--- src/rtl/elevator_pkg.sv ---
// rtl/elevator_pkg.sv - shared elevator types, floor width helper and scheduler defaults
package elevator_pkg;

    localparam int NUM_FLOORS_DEF   = 4;
    localparam int DWELL_CYCLES_DEF = 3;

    function automatic int floor_w(input int n);
        return (n > 1) ? $clog2(n) : 1;
    endfunction

    localparam int FLOOR_W = floor_w(NUM_FLOORS_DEF);

    typedef enum logic [1:0] {
        IDLE = 2'd0,
        UP   = 2'd1,
        DOWN = 2'd2
    } sched_state_t;

endpackage

--- src/rtl/elevator_req_scheduler_if.sv ---
// rtl/elevator_req_scheduler_if.sv - call/target bus between buttons, controller and scheduler (SCHED_SERVED_CNT_EN adds served_cnt)
interface elevator_req_scheduler_if
    import elevator_pkg::*;
#(
    parameter int NUM_FLOORS = NUM_FLOORS_DEF
);
    localparam int FW = floor_w(NUM_FLOORS);

    logic [NUM_FLOORS-1:0] call_btn;
    logic [FW-1:0]         current_floor;
    logic                  door_open;
    logic [FW-1:0]         req_floor;
    logic                  req_valid;
    logic [NUM_FLOORS-1:0] pending;
`ifdef SCHED_SERVED_CNT_EN
    logic [15:0]           served_cnt;

    modport master (
        output call_btn, current_floor, door_open,
        input  req_floor, req_valid, pending, served_cnt
    );
    modport slave (
        input  call_btn, current_floor, door_open,
        output req_floor, req_valid, pending, served_cnt
    );
`else
    modport master (
        output call_btn, current_floor, door_open,
        input  req_floor, req_valid, pending
    );
    modport slave (
        input  call_btn, current_floor, door_open,
        output req_floor, req_valid, pending
    );
`endif

endinterface

--- src/rtl/elevator_floor_pick.sv ---
// rtl/elevator_floor_pick.sv - nearest pending floor above/below the car, and pending-here flag
module elevator_floor_pick
    import elevator_pkg::*;
#(
    parameter int NUM_FLOORS = NUM_FLOORS_DEF,
    parameter int FW         = floor_w(NUM_FLOORS)
) (
    input  logic [NUM_FLOORS-1:0] pending,
    input  logic [FW-1:0]         current_floor,
    output logic [FW-1:0]         nearest_up,
    output logic [FW-1:0]         nearest_down,
    output logic                  any_up,
    output logic                  any_down,
    output logic                  here
);

    logic in_range;
    assign in_range = int'(current_floor) < NUM_FLOORS;

    always_comb begin
        nearest_up   = '0;
        nearest_down = '0;
        any_up       = 1'b0;
        any_down     = 1'b0;
        here         = 1'b0;
        if (in_range) begin
            here = pending[current_floor];
            // Scan toward the car so the last hit is the closest floor.
            for (int i = NUM_FLOORS - 1; i >= 0; i--) begin
                if (pending[i] && (i > int'(current_floor))) begin
                    nearest_up = FW'(i);
                    any_up     = 1'b1;
                end
            end
            for (int i = 0; i < NUM_FLOORS; i++) begin
                if (pending[i] && (i < int'(current_floor))) begin
                    nearest_down = FW'(i);
                    any_down     = 1'b1;
                end
            end
        end
    end

endmodule

--- src/rtl/elevator_req_scheduler.sv ---
// rtl/elevator_req_scheduler.sv - SCAN request scheduler: pending mask, dwell retire, direction FSM (SCHED_SERVED_CNT_EN adds served_cnt)
module elevator_req_scheduler
    import elevator_pkg::*;
#(
    parameter int NUM_FLOORS   = NUM_FLOORS_DEF,
    parameter int DWELL_CYCLES = DWELL_CYCLES_DEF
) (
    input  logic                    clk,
    input  logic                    rst,
    elevator_req_scheduler_if.slave bus
);

    localparam int FW = floor_w(NUM_FLOORS);
    localparam int CW = $clog2(DWELL_CYCLES + 1);

    sched_state_t          state, state_next;
    logic [NUM_FLOORS-1:0] pending_q;
    logic [CW-1:0]         dwell_cnt, dwell_base, dwell_next;
    logic [FW-1:0]         last_floor;
    logic [FW-1:0]         req_floor_q, floor_next;
    logic                  req_valid_q, valid_next;

    logic [FW-1:0]         cur_floor;
    logic [FW-1:0]         nearest_up, nearest_down;
    logic                  any_up, any_down, here, in_range;
    logic                  dwell_hit, retire;
    logic [NUM_FLOORS-1:0] retire_mask;

    assign cur_floor = bus.current_floor;
    assign in_range  = int'(cur_floor) < NUM_FLOORS;

    elevator_floor_pick #(
        .NUM_FLOORS (NUM_FLOORS),
        .FW         (FW)
    ) u_pick (
        .pending       (pending_q),
        .current_floor (cur_floor),
        .nearest_up    (nearest_up),
        .nearest_down  (nearest_down),
        .any_up        (any_up),
        .any_down      (any_down),
        .here          (here)
    );

    // A floor change restarts the count, but that cycle's open door still counts as the first.
    assign dwell_base  = (cur_floor != last_floor) ? '0 : dwell_cnt;
    assign dwell_hit   = bus.door_open && here;
    assign retire      = dwell_hit && (dwell_base == CW'(DWELL_CYCLES - 1));
    assign retire_mask = retire ? (NUM_FLOORS'(1) << cur_floor) : '0;
    assign dwell_next  = (!dwell_hit || retire) ? '0 : dwell_base + CW'(1);

    always_ff @(posedge clk or posedge rst) begin
        if (rst) begin
            pending_q  <= '0;
            dwell_cnt  <= '0;
            last_floor <= '0;
        end else begin
            pending_q  <= (pending_q | bus.call_btn) & ~retire_mask;
            dwell_cnt  <= dwell_next;
            last_floor <= cur_floor;
        end
    end

    always_ff @(posedge clk or posedge rst) begin
        if (rst) begin
            state       <= IDLE;
            req_floor_q <= '0;
            req_valid_q <= 1'b0;
        end else begin
            state       <= state_next;
            req_floor_q <= floor_next;
            req_valid_q <= valid_next;
        end
    end

    always_comb begin
        state_next = state;
        floor_next = cur_floor;
        valid_next = 1'b0;
        if (!in_range) begin
            state_next = IDLE;
            floor_next = req_floor_q;
        end else if (pending_q == '0) begin
            state_next = IDLE;
        end else begin
            valid_next = 1'b1;
            // A call at the car's own floor is served first and freezes direction until it retires.
            if (!here) begin
                unique case (state)
                    DOWN: begin
                        if (any_down) begin
                            state_next = DOWN;
                            floor_next = nearest_down;
                        end else begin
                            state_next = UP;
                            floor_next = nearest_up;
                        end
                    end
                    default: begin
                        if (any_up) begin
                            state_next = UP;
                            floor_next = nearest_up;
                        end else begin
                            state_next = DOWN;
                            floor_next = nearest_down;
                        end
                    end
                endcase
            end
        end
    end

    assign bus.pending   = pending_q;
    assign bus.req_floor = req_floor_q;
    assign bus.req_valid = req_valid_q;

`ifdef SCHED_SERVED_CNT_EN
    logic [15:0] served_cnt_q;

    always_ff @(posedge clk or posedge rst) begin
        if (rst) begin
            served_cnt_q <= '0;
        end else if (retire && (served_cnt_q != 16'hFFFF)) begin
            served_cnt_q <= served_cnt_q + 16'd1;
        end
    end

    assign bus.served_cnt = served_cnt_q;
`endif

endmodule

--- src/flat_wrapper.sv ---
// flat-port wrapper written by rule: the top's interface ports become plain ports
module elevator_req_scheduler_flat import elevator_pkg::*;
#(
    parameter int NUM_FLOORS   = NUM_FLOORS_DEF,
    parameter int DWELL_CYCLES = DWELL_CYCLES_DEF
)
  (clk, rst, bus_call_btn, bus_current_floor, bus_door_open, bus_req_floor, bus_req_valid, bus_pending);
  elevator_req_scheduler_if #(.NUM_FLOORS(NUM_FLOORS)) bus_i ();
  input  logic clk;
  input  logic rst;
  input wire logic [$bits(bus_i.call_btn)-1:0] bus_call_btn;
  input wire logic [$bits(bus_i.current_floor)-1:0] bus_current_floor;
  input wire logic [$bits(bus_i.door_open)-1:0] bus_door_open;
  output wire logic [$bits(bus_i.req_floor)-1:0] bus_req_floor;
  output wire logic [$bits(bus_i.req_valid)-1:0] bus_req_valid;
  output wire logic [$bits(bus_i.pending)-1:0] bus_pending;
  assign bus_i.call_btn = bus_call_btn;
  assign bus_i.current_floor = bus_current_floor;
  assign bus_i.door_open = bus_door_open;
  assign bus_req_floor = bus_i.req_floor;
  assign bus_req_valid = bus_i.req_valid;
  assign bus_pending = bus_i.pending;
  elevator_req_scheduler #(.NUM_FLOORS(NUM_FLOORS), .DWELL_CYCLES(DWELL_CYCLES)) u_core (.clk(clk), .rst(rst), .bus(bus_i));
endmodule
--- config.mk ---
export PLATFORM = sky130hd
export DESIGN_NAME = elevator_req_scheduler_flat
export DESIGN_NICKNAME = d
export VERILOG_FILES = /design/src/rtl/elevator_pkg.sv /design/src/rtl/elevator_req_scheduler_if.sv /design/src/rtl/elevator_floor_pick.sv /design/src/rtl/elevator_req_scheduler.sv /design/src/flat_wrapper.sv
export SDC_FILE = /design/constraint.sdc
export NUM_CORES = 1
export LEC_CHECK = 0
export ABC_AREA = 1
export CAP_MARGIN = 20
export CORE_MARGIN = 2
export CORE_UTILIZATION = 47
export CTS_BUF_LIST = sky130_fd_sc_hd__clkbuf_16
export DETAILED_ROUTE_END_ITERATION = 16
export DONT_BUFFER_PORTS = 1
export SYNTH_ARGS = -nofsm -noshare
export SYNTH_HDL_FRONTEND = slang
export SYNTH_HIERARCHICAL = 1
export SYNTH_SLANG_ARGS = --single-unit
--- constraint.sdc ---
create_clock -name clk -period 1.8 [get_ports clk]
set_clock_uncertainty 0.05 [all_clocks]
set_input_delay 0.45 -clock clk [delete_from_list [all_inputs] [get_ports clk]]
set_output_delay 0.45 -clock clk [all_outputs]
set_load 0.005 [all_outputs]
# ---- Yosys cells after proc, flatten, opt, wreduce, memory -nomap -nowiden
# Cells that the tools add are included.
dict set report classes {
  addsub 1
  n_lt_le_gt_ge 7
  n_eq_ne 4
  shifts 1
  mux 27
  n_bitwise 3
  reduce_logical 11
}
# cell count
set ops {}
lappend ops {{$mux 2} 16}
lappend ops {{$mux 1} 9}
lappend ops {{$logic_and 1x1->1} 8}
lappend ops {{$and 4x4->4} 1}
lappend ops {{$eq 2x2->1 const B} 2}
lappend ops {{$gt 2x2->1 const A} 2}
lappend ops {{$logic_not 4->1} 1}
lappend ops {{$lt 1x2->1 const A} 2}
lappend ops {{$mux 4} 1}
lappend ops {{$not 4->4} 1}
lappend ops {{$or 4x4->4} 1}
lappend ops {{$shl 1x2->4 const A} 1}
lappend ops {{$lt 2x3->1 const B} 1}
lappend ops {{$add 2x1->2 const B} 1}
lappend ops {{$bmux 1 s2} 1}
lappend ops {{$gt 1x2->1 const A} 1}
lappend ops {{$lt 2x2->1 const A} 1}
lappend ops {{$ne 2x2->1} 1}
lappend ops {{$ne 2x2->1 const B} 1}
lappend ops {{$logic_not 1->1} 1}
lappend ops {{$logic_or 1x1->1} 1}
dict set report word_totals {
  regBits 13
}

# ---- Logic depth before layout (Yosys ltp)
# Gate-level depths: netlist of run 1.
dict set report depth {
  ltp_word 9
  ltp_mapped 11
}

# ---- Cells and area by module
# The synthesis of run 1 kept the hierarchy.
# mod n_inst cells_per_inst area_per_inst_um2 seq_area_each_um2
set by_module_without_submodules {}
lappend by_module_without_submodules {elevator_req_scheduler 1 81 636.9 325.3}
lappend by_module_without_submodules {elevator_floor_pick 1 30 136.4 0.0}

# ---- Worst setup path after synthesis of run 1
# Ideal clock, no wire load.
dict set report synth_timing {
  path_type {input -> register}
  from {input port bus_current_floor[0]}
  to {register u_core.pending_q[0] (netlist: u_core/bus.pending[0])}
  arrival_ps 1274
  setup_slack_ps 355
  path_stages 6
  cell_sequence {xnor2_1 > and3_1 > ha_1 > nand3_1 > nor3_1 > nor2_1}
}
dict set report synth_between {
  elab_chain_len 7
  word_cells_on_any_way 11
  cone_classes {eq/ne (2); shift (1); mux (4); bitwise (2); reduce/logical (2)}
}
# item line
set synth_lines {}
lappend synth_lines {{start: declaration} flat_wrapper.sv:12} ;# input wire logic [$bits(bus_i.current_floor)-1:0] bus_current_floor;
lappend synth_lines {{$ne 2x2->1 or $bmux 1 s2 (tied branches)} {elevator_req_scheduler.sv:46, elevator_floor_pick.sv:27}}
lappend synth_lines {{$mux 2 or $mux 1 (tied branches)} {elevator_req_scheduler.sv:46, elevator_floor_pick.sv:27}}
lappend synth_lines {{$eq 2x2->1 or $logic_and 1x1->1 (tied branches)} {elevator_req_scheduler.sv:48, elevator_req_scheduler.sv:47}}
lappend synth_lines {{$logic_and 1x1->1} elevator_req_scheduler.sv:48} ;# assign retire = dwell_hit && (dwell_base == CW'(DWELL_CYCLES - 1));
lappend synth_lines {{$mux 4 *} elevator_req_scheduler.sv:49} ;# assign retire_mask = retire ? (NUM_FLOORS'(1) << cur_floor) : '0;
lappend synth_lines {{$not 4->4 *} elevator_req_scheduler.sv:58} ;# pending_q <= (pending_q | bus.call_btn) & ~retire_mask;
lappend synth_lines {{$and 4x4->4 *} elevator_req_scheduler.sv:58}
lappend synth_lines {{end signal: assignment} elevator_req_scheduler.sv:58}
lappend synth_lines {{end: declaration} elevator_req_scheduler.sv:17} ;# logic [NUM_FLOORS-1:0] pending_q;
# Mark *: on every way between the ends. The rest lies on a longest branch, timed or not. The select of a mux whose other input is x is not followed.
# A chain may end at the register's enable or synchronous reset.

# ---- Worst setup path in the final report of run 1
dict set report layout_timing {
  from {register u_core.last_floor[0]}
  to {register u_core.pending_q[3] (netlist: u_core/bus.pending[3])}
}
dict set report layout_between {
  elab_chain_len 7
}
# item line
set layout_lines {}
lappend layout_lines {{start: declaration} elevator_req_scheduler.sv:19} ;# logic [FW-1:0] last_floor;
lappend layout_lines {{start signal: assignment} elevator_req_scheduler.sv:60} ;# last_floor <= cur_floor;
lappend layout_lines {{$ne 2x2->1} elevator_req_scheduler.sv:46} ;# assign dwell_base = (cur_floor != last_floor) ? '0 : dwell_cnt;
lappend layout_lines {{$mux 2} elevator_req_scheduler.sv:46}
lappend layout_lines {{$eq 2x2->1} elevator_req_scheduler.sv:48}
lappend layout_lines {{$logic_and 1x1->1} elevator_req_scheduler.sv:48}
lappend layout_lines {{$mux 4} elevator_req_scheduler.sv:49}
lappend layout_lines {{$not 4->4} elevator_req_scheduler.sv:58}
lappend layout_lines {{$and 4x4->4} elevator_req_scheduler.sv:58}
# No other way between the ends.

==> impl_results.md, run 1 <==
* Number of setup buffers added after CTS at 0
* WL per Instance at 10.7 µm
* Max-Cap Viols at 0
* Crit Path Class: register to register
* Worst slack, placed at 210 ps
* Layout area overhead at 12.8%
* DRT antenna net count at 0
* Total gr overflow at 0
* Hpwl dp at 1090 µm
* Initial Util at 50.7%
* LEAKAGE at 0.486 nW
* Status: finished, final reports clean
* N_diodes at 0
* VDD IR-drop max at 0.798 mV
* RSZ-0062 raised after global routing: no
* Setup TNS at 0 ps
* Die area at 1990 µm²
* Clock latency on the worst-skew pair at 240 ps
* Share of cells above drive strength 1 at 12.2%
* Core Area at 1520 µm²
* Synthesized area per cell at 6.97 µm²
* Fin nets at 126
* Flops & latches, synth at 13
* Number of CTS-inserted buffers at 3
* Post-synthesis cell count at 111
* Critical Path Source Type: register
* CTS tree: done
* Routed WL at 1410 µm
* GRT Total Usage at 19.0%
* Largest net degree at the start of global routing at 14
* Seq/Total Area, Yosys at 42.1%
* Syn Std Cell Area at 773 µm²
* Yosys top cell area share at 42.1%
* Clock Tree Root: clkbuf_16
* # IOs at 16
* Vias in the first global route at 613
* Critical Path Sink Type: register
* Finish-stage setup viols at 0
* Biggest area consumer among synthesized cells: dfrtp_1
* Rel. slew slack at 68.9%
* Initial antenna violation count at 0
* Most frequent cells in the layout: nand2_1 (23), inv_1 (20), nor2_1 (15), nand3_1 (15), dfrtp_1 (13)
* Slowest cell on the critical path: dfrtp_1
* Rows at 14
* Synth Warn # at 6
* GPL Wtd Cong at 0.731
* First-pass GRT wire length at 2660 µm
* Remaining routing DRC violations at 0
* PwrDens at 930 nW/µm²
* Drt pass-1 iters at 4
* Slew Viols, Final at 0
* Worst-path cell chain: xnor2_1, and3_1, ha_1, nand3_1, nor3_1, nor2_1
* Cts repair resizes at 0
* Post-route minimum period at 1490 ps
* Die W at 44.6 µm
* Vias at 666
* Drt initial violations at 19
* Hold buffers post-CTS at 0
* Top cells by area, synth: dfrtp_1 (42%), nand2_1 (11%), nand3_1 (9.7%)
* Most common cell after layout, fill and taps aside: nand2_1
* Critical Path AT at 1570 ps
* Routed vias/inst at 5.08
* CTS clk-pin slew, worst paths at 40 ps
* CTS sink count at 13
* Highest Clock Rate at 0.669 GHz
* Hold Crit Class: input pin to async pin
* Syn Nets at 121
* Critical path buffer and inverter count at 0
* Die height at 44.6 µm
* Fin crit share at 83.0%
* Longest Clk Path Bufs at 2
* Setup ws final at 306 ps
* Cell variety after synth at 16
* CP Max Fanout at 4
* Worst slew pin tran at 466 ps
* H-tree depth at 1
* Hold Fails Final Rpt at 0
* CP top delay family: simple AND/OR/NAND/NOR gates
* PortBufs at 0
* WP data required at 1880 ps
* Critical path's largest stage delay at 370 ps
==> per-stage QoR <==
| step | hold slack (ps) | cell area (µm²) | instances | total power, W | util [%] |
|---|---|---|---|---|---|
| 2_1_floorplan | 277 | 773 | 111 | 0.000399 | - |
| 3_3_place_gp | 325 | 793 | 127 | 0.000414 | 52.1 |
| 3_5_place_dp | 331 | 793 | 127 | 0.000415 | 52.1 |
| 4_1_cts | 76.4 | 872 | 131 | 0.000820 | 57.2 |
| 5_1_grt | 100 | 872 | 131 | 0.000855 | 57.2 |
| 6_report | 59.0 | 872 | 131 | 0.000811 | 57.2 |
==> layer usage <==
layer | part of all wire, % | track usage (%) | routed length (µm) | vias to the layer above
li1 | - | - | - | 353
met2 | 41 | 25.2 | 575 | 21
met4 | 2.6 | 10.9 | 36 | 0
met3 | 6.9 | 8.16 | 97 | 5
met5 | 0 | 0 | 0 | -
met1 | 50 | 25.2 | 698 | 287
==> path summary, 6_finish.rpt <==
path	from	to	slack [ps]	cells past startpoint
min	rst	u_core/bus.pending[0]$_DFF_PP0_	60	1
min reg2reg	u_core/state[1]$_DFFE_PP0P_	u_core/state[1]$_DFFE_PP0P_	510	2
min in group clk	bus_current_floor[0]	u_core/last_floor[0]$_DFF_PP0_	190	0
max reg2reg	u_core/last_floor[0]$_DFF_PP0_	u_core/bus.pending[3]$_DFF_PP0_	310	6
max	u_core/last_floor[0]$_DFF_PP0_	u_core/bus.pending[3]$_DFF_PP0_	310	6
max in group asynchronous	rst	u_core/dwell_cnt[1]$_DFF_PP0_	1320	1
==> synth_stat cells <==
| cell type | n |
|---|---|
| inv_1 | 19 |
| o21ai_1 | 2 |
| and3_1 | 1 |
| ha_1 | 1 |
| nor4_1 | 1 |
| nand3_1 | 15 |
| nand2_2 | 5 |
| a21oi_1 | 2 |
| nor3_1 | 5 |
| o21ai_0 | 1 |
| xnor2_1 | 2 |
| nand2_1 | 23 |
| nor2_1 | 15 |
| dfrtp_1 | 13 |
| inv_2 | 4 |
| nand3_2 | 2 |
==> registers in the layout, indices dropped and copies added (netlist names) <==
signal                cells
u_core/bus.pending        4
u_core/bus.req_floor      2
u_core/bus.req_valid      1
u_core/dwell_cnt          2
u_core/last_floor         2
u_core/state              2
==> where the power goes <==
part | internal (W) | switching [W]
combinational | 0.0000330 | 0.0000541
clock | 0.000291 | 0.000109
sequential | 0.000311 | 0.0000122
total | 0.000636 | 0.000175
==> worst reg2reg max path, stage by stage (launching register included) <==
cell and delay [ps]:
dfrtp_1 370, xnor2_1 200, and3_1 190, ha_1 180
nand3_1 140, nor3_1 190, nor2_1 60
==> area by class of cell <==
class | count | area, µm²
fill | 146 | 652
multi-input combinational | 75 | 362
sequential | 13 | 325
inverter | 23 | 86.3
clock buffer | 3 | 75.1
tap | 16 | 20.0
clock inverter | 1 | 3.75
==> logic make-up after synthesis <==
group,after synthesis,synth area share [%]
compound gates,5,3.24
xor+xnor,2,2.27
fa+ha+maj,1,1.62
buf+inv,23,11.2
flops,13,42.1
simple gates,67,39.6
Note: power is estimated with default switching activity, not from simulation.
==> inputs of run 2 (changes only) <==
==> constraint.sdc (replaced) <==
create_clock -name clk -period 1.21 [get_ports clk]
set_clock_uncertainty 0.05 [all_clocks]
set_input_delay 0.3025 -clock clk [delete_from_list [all_inputs] [get_ports clk]]
set_output_delay 0.3025 -clock clk [all_outputs]
set_load 0.005 [all_outputs]
==> impl_results.md, run 2 (same netlist as run 1, synthesis figures left out) <==
* VDD IR-drop max at 0.659 mV (-17%)
* Most frequent cells in the layout: nand2_1 (21), inv_1 (19), nor2_1 (12), buf_4 (11)
* Die area at 1990 µm² (unchanged)
* PortBufs at 0 (unchanged)
* Post-route minimum period at 1370 ps (-123 ps)
* Rows at 14 (unchanged)
* Failing checks: negative setup slack
* Longest Clk Path Bufs at 2 (unchanged)
* Crit path from: u_core/last_floor[0]$_DFF_PP0_
* Routed WL at 1680 µm (+19%)
* DRT antenna net count at 0 (unchanged)
* Placed Instance Area at 926 µm² (+17%)
* N_diodes at 0 (unchanged)
* Area of the multi-input gates at 493 µm² (+36%)
* Critical Path Sink Type: register
* Vias at 729 (+9.5%)
* Setup ws final at -161 ps (-467 ps)
* WP data required at 1290 ps (-590 ps)
* CTS tree: done
* Critical Path Source Type: register
* Final Instance Area at 1120 µm² (+29%)
* Max reg flops at 4 (unchanged)
* H-tree depth at 1 (unchanged)
* Clock latency on the worst-skew pair at 240 ps (about the same)
* Layout area overhead at 45.5%
* RR Startpoint: u_core/last_floor[0]$_DFF_PP0_
* Placed insts at 136 (+7.1%)
* LEAKAGE at 0.582 nW (+20%)
* CP Max Fanout at 4 (unchanged)
* Die height at 44.6 µm (unchanged)
* Drt initial violations at 10 (-9)
* Slew Viols, Final at 0 (unchanged)
* Routed vias/inst at 5.03 (-1.1%)
* Fin nets at 140 (+11%)
* WL per Instance at 11.6 µm (+7.6%)
* Highest Clock Rate at 0.730 GHz (+9.0%)
* Number of CTS-inserted buffers at 3 (unchanged)
* Initial Util at 50.7% (unchanged)
* GPL Wtd Cong at 0.740 (+1.2%)
* GRT Total Usage at 20.6% (+1.7 points)
* Hold Fails Final Rpt at 0 (unchanged)
* Setup TNS at -961 ps (-961 ps)
* Critical Path AT at 1450 ps (-120 ps)
* Share of cells above drive strength 1 at 39.5% (+27 points)
* Remaining routing DRC violations at 0 (unchanged)
* Fin crit share at 113% (+30 points)
* Clock Tree Root: clkbuf_16
* Filler cell count at 109 (-25%)
* Rel. slew slack at 65.8% (-3.0 points)
* CTS clk-pin slew, worst paths at 50 ps (about the same)
* CTS sink count at 13 (unchanged)
* Hold_sp: bus_current_floor[1]
* Worst slew pin tran at 512 ps (+45.6 ps)
* Overall Power at 0.00128 W (+58%)
* Largest net degree at the start of global routing at 14 (unchanged)
* PwrDens at 1140 nW/µm² (+22%)
* Die W at 44.6 µm (unchanged)
* Finish-stage setup viols at 9 (+9)
* Max-Cap Viols at 0 (unchanged)
* Status: finished, violations left
* Vias in the first global route at 691 (+13%)
* RSZ-0062 raised after global routing: yes
* Hpwl dp at 1220 µm (+12%)
* Core Area at 1520 µm² (unchanged)
* Drt pass-1 iters at 4 (unchanged)
* Non-Filler Instances at 145 (+11%)
* Initial antenna violation count at 0 (unchanged)
* Register Area at 329 µm² (+1.2%)
* First-pass GRT wire length at 2960 µm (+11%)
* # IOs at 16 (unchanged)
* Crit Path Class: register to register
* Total gr overflow at 0 (unchanged)
* Most common cell after layout, fill and taps aside: nand2_1
* Hold Crit Class: input pin to register
* Worst slack, placed at -187 ps (-397 ps)
run 2: area by class of cell:
class / count / share of cell area (%)
multi-input cells: 75 / 43.8
repair buffers: 14 / 10.2
inverters: 23 / 7.90
clock inverters: 1 / 0.334
clock buffers: 3 / 6.67
flip-flops and latches: 13 / 29.3
well taps: 16 / 1.78
run 2: critical path, stage by stage (launching register included):
cell,delay [ps]
dfrtp_1,390
xnor2_2,140
buf_4,140
nand3_4,80
ha_4,160
nand3_4,110
nor3_4,140
nor2_1,50
run 2: repair_timing:
action,CTS,global route
hold buffers,1,0
gates cloned,0,0
resized for setup,12,10
hold endpoints to repair,13,0
pin swaps,7,4
buffers inserted,4,0
setup endpoints to repair,11,12
run 2: metrics by stage:
stage	utilization, %	hold WS (ps)
finish	73.8	39.2
global route	73.8	31.8
global placement	60.8	183
detailed placement	60.8	198
CTS	71.1	32.2
floorplan	-	129
run 2: path summary, 6_finish.rpt:
path | endpoint | slack (ps) | depth (start not counted)
min | u_core/last_floor[1]$_DFF_PP0_ | 40 | 0
max | u_core/bus.pending[3]$_DFF_PP0_ | -160 | 7
max reg2reg | u_core/bus.pending[3]$_DFF_PP0_ | -160 | 7
min reg2reg | u_core/state[0]$_DFFE_PP0P_ | 500 | 2
max in group asynchronous | u_core/bus.pending[1]$_DFF_PP0_ | 260 | 2
min in group asynchronous | u_core/dwell_cnt[0]$_DFF_PP0_ | 480 | 2
run 2: report_power, final:
group / leakage, nW / internal [W] / switching [W]
clock network: 0.0423 / 0.000436 / 0.000180
logic: 0.400 / 0.0000772 / 0.000102
registers: 0.140 / 0.000462 / 0.0000200
run 2: routing by layer:
layer | routed length, µm | share of wire (%) | track usage, % | up-vias
met5 | 0 | 0 | 0 | -
met4 | 19 | 1.1 | 9.09 | 0
met3 | 72 | 4.3 | 5.31 | 2
met2 | 797 | 48 | 32.5 | 18
met1 | 788 | 47 | 26.5 | 329
li1 | - | - | - | 380
==> inputs of run 3 (changes only) <==
==> constraint.sdc (replaced) <==
create_clock -name clk -period 1.21 [get_ports clk]
set_clock_uncertainty 0.05 [all_clocks]
set_input_delay 0.0605 -clock clk [delete_from_list [all_inputs] [get_ports clk]]
set_output_delay 0.0605 -clock clk [all_outputs]
set_load 0.005 [all_outputs]
==> impl_results.md, run 3 (same netlist as run 1, synthesis figures left out) <==
* Status: finished, violations left
* Failing checks: negative hold slack, negative setup slack
* N_diodes at 0 (unchanged)
* Fin crit share at 118% (+4.4 points)
* Hold EP: u_core/last_floor[1]$_DFF_PP0_
* Worst reg-to-reg setup slack at -210 ps (-50 ps)
* Most frequent cells in the layout: nand2_1 (21), inv_1 (19), buf_4 (13), nor2_1 (12)
* Post-route minimum period at 1420 ps (+53.2 ps)
* Total gr overflow at 0 (unchanged)
* Routed WL at 1790 µm (+6.8%)
* Vias at 754 (+3.4%)
* Crit Path Class: register to register
* Initial antenna violation count at 0 (unchanged)
* Share of cells above drive strength 1 at 38.3% (-1.2 points)
* Die area at 1990 µm² (unchanged)
* CTS clk-pin slew, worst paths at 50 ps (about the same)
* Setup ws final at -214 ps (-53.2 ps)
* Critical Path Source Type: register
* Remaining routing DRC violations at 0 (unchanged)
* Highest Clock Rate at 0.702 GHz (-3.7%)
* Clock Tree Root: clkbuf_16
* Final Instance Area at 1160 µm² (+2.9%)
* Hold slack final at -204 ps (-243 ps)
* Core Area at 1520 µm² (unchanged)
* RSZ-0062 raised after global routing: yes
* Finish-stage setup viols at 8 (-1)
* Vias in the first global route at 706 (+2.2%)
* Filler cell count at 110 (+0.92%)
* Slew Viols, Final at 0 (unchanged)
* Critical Path Sink Type: register
* WL per Instance at 12.0 µm (+3.9%)
* Routed vias/inst at 5.06 (+0.65%)
* First-pass GRT wire length at 2980 µm (+0.68%)
* VDD IR-drop max at 0.671 mV (+1.8%)
* Initial Util at 50.7% (unchanged)
* LEAKAGE at 0.594 nW (+2.0%)
* GPL Wtd Cong at 0.740 (unchanged)
* R2r worst-path depth at 6 (-1)
* RR Startpoint: u_core/last_floor[1]$_DFF_PP0_
* Fin nets at 144 (+2.9%)
* Max-Cap Viols at 0 (unchanged)
* GRT Total Usage at 20.9% (+0.25 points)
* Hold buffers post-CTS at 5 (+4)
* H-tree depth at 1 (unchanged)
* Worst slack, placed at -187 ps (unchanged)
* Worst slew pin tran at 520 ps (+8.56 ps)
* Die W at 44.6 µm (unchanged)
* # IOs at 16 (unchanged)
* Drt initial violations at 24 (+14)
* Max reg flops at 4 (unchanged)
* Die height at 44.6 µm (unchanged)
* Number of CTS-inserted buffers at 3 (unchanged)
* Hold Crit Class: input pin to register
* Setup TNS at -1090 ps (-127 ps)
* Critical Path AT at 1500 ps (+50 ps)
* Drt pass-1 iters at 4 (unchanged)
* Longest Clk Path Bufs at 2 (unchanged)
* CP Max Fanout at 4 (unchanged)
* CTS sink count at 13 (unchanged)
* PwrDens at 1120 nW/µm² (-1.7%)
* Most common cell after layout, fill and taps aside: nand2_1
* PortBufs at 0 (unchanged)
* CTS tree: done
* Hold_sp: bus_current_floor[1]
* Worst Hold Depth at 0 (unchanged)
* Worst R2R End: u_core/bus.pending[0]$_DFF_PP0_
* Layout area overhead at 49.7%
* Rows at 14 (unchanged)
* Placed Instance Area at 926 µm² (unchanged)
* Hpwl dp at 1220 µm (unchanged)
* Rel. slew slack at 65.3% (-0.57 points)
* Hold Fails Final Rpt at 4 (+4)
* Clock latency on the worst-skew pair at 240 ps (about the same)
* Largest net degree at the start of global routing at 14 (unchanged)
* DRT antenna net count at 0 (unchanged)
* WP data required at 1290 ps (about the same)
[run 3: worst max-delay path, stage by stage, from the launching register on]
cell	delay [ps]
dfrtp_1	400
xnor2_2	160
and3_4	210
ha_4	150
nand3_4	110
nor3_2	180
nor2_1	50
[run 3: cell type report]
class / count / area [µm²] / share of cell area, %
clock inverters: 1 / 3.75 / 0.324
well taps: 16 / 20.0 / 1.73
repair buffers: 18 / 148 / 12.8
multi-input cells: 75 / 493 / 42.6
inverters: 23 / 88.8 / 7.68
flip-flops and latches: 13 / 329 / 28.4
clock buffers: 3 / 75.1 / 6.49
[run 3: metal layers]
layer	global-route usage (%)	part of all wire [%]	vias to the layer above
met5	0	0	-
met4	9.09	1.3	0
met3	4.90	5.0	4
met2	34.8	49	25
met1	25.4	44	339
li1	-	-	386
[run 3: worst max-delay path by stage]
stage / start / end / slack [ps] / cells past startpoint
CTS: u_core/last_floor[0]$_DFF_PP0_ / u_core/bus.pending[0]$_DFF_PP0_ / -190 / 7
global route: u_core/last_floor[1]$_DFF_PP0_ / u_core/dwell_cnt[0]$_DFF_PP0_ / -270 / 8
finish: u_core/last_floor[1]$_DFF_PP0_ / u_core/bus.pending[0]$_DFF_PP0_ / -210 / 6
floorplan: u_core/last_floor[1]$_DFF_PP0_ / u_core/bus.pending[1]$_DFF_PP0_ / -80 / 6
detailed placement: u_core/last_floor[1]$_DFF_PP0_ / u_core/bus.pending[3]$_DFF_PP0_ / -190 / 6
global placement: u_core/last_floor[1]$_DFF_PP0_ / u_core/bus.pending[3]$_DFF_PP0_ / -140 / 6
[run 3: stage by stage]
step                      utilization [%]  power [W]  cells  hold slack, ps
final                                75.9    0.00129    149            -204
after global routing                 75.9    0.00135    149            -210
after CTS                            73.2    0.00130    149            -210
after detailed placement             60.8   0.000633    136           -43.6
after global placement               60.8   0.000628    136           -58.9
after floorplan                         -   0.000604    111            -113
[run 3: where the power goes]
part	leakage (nW)	internal (W)	switching, W
sequential	0.140	0.000462	0.0000204
combinational	0.412	0.0000857	0.000109
clock	0.0423	0.000435	0.000179
total	0.594	0.000984	0.000308
[run 3: repair_timing]
action,CTS,global route
setup endpoints to repair,10,11
resized for setup,10,11
hold endpoints to repair,23,4
setup buffers,4,0
pin swaps,7,4
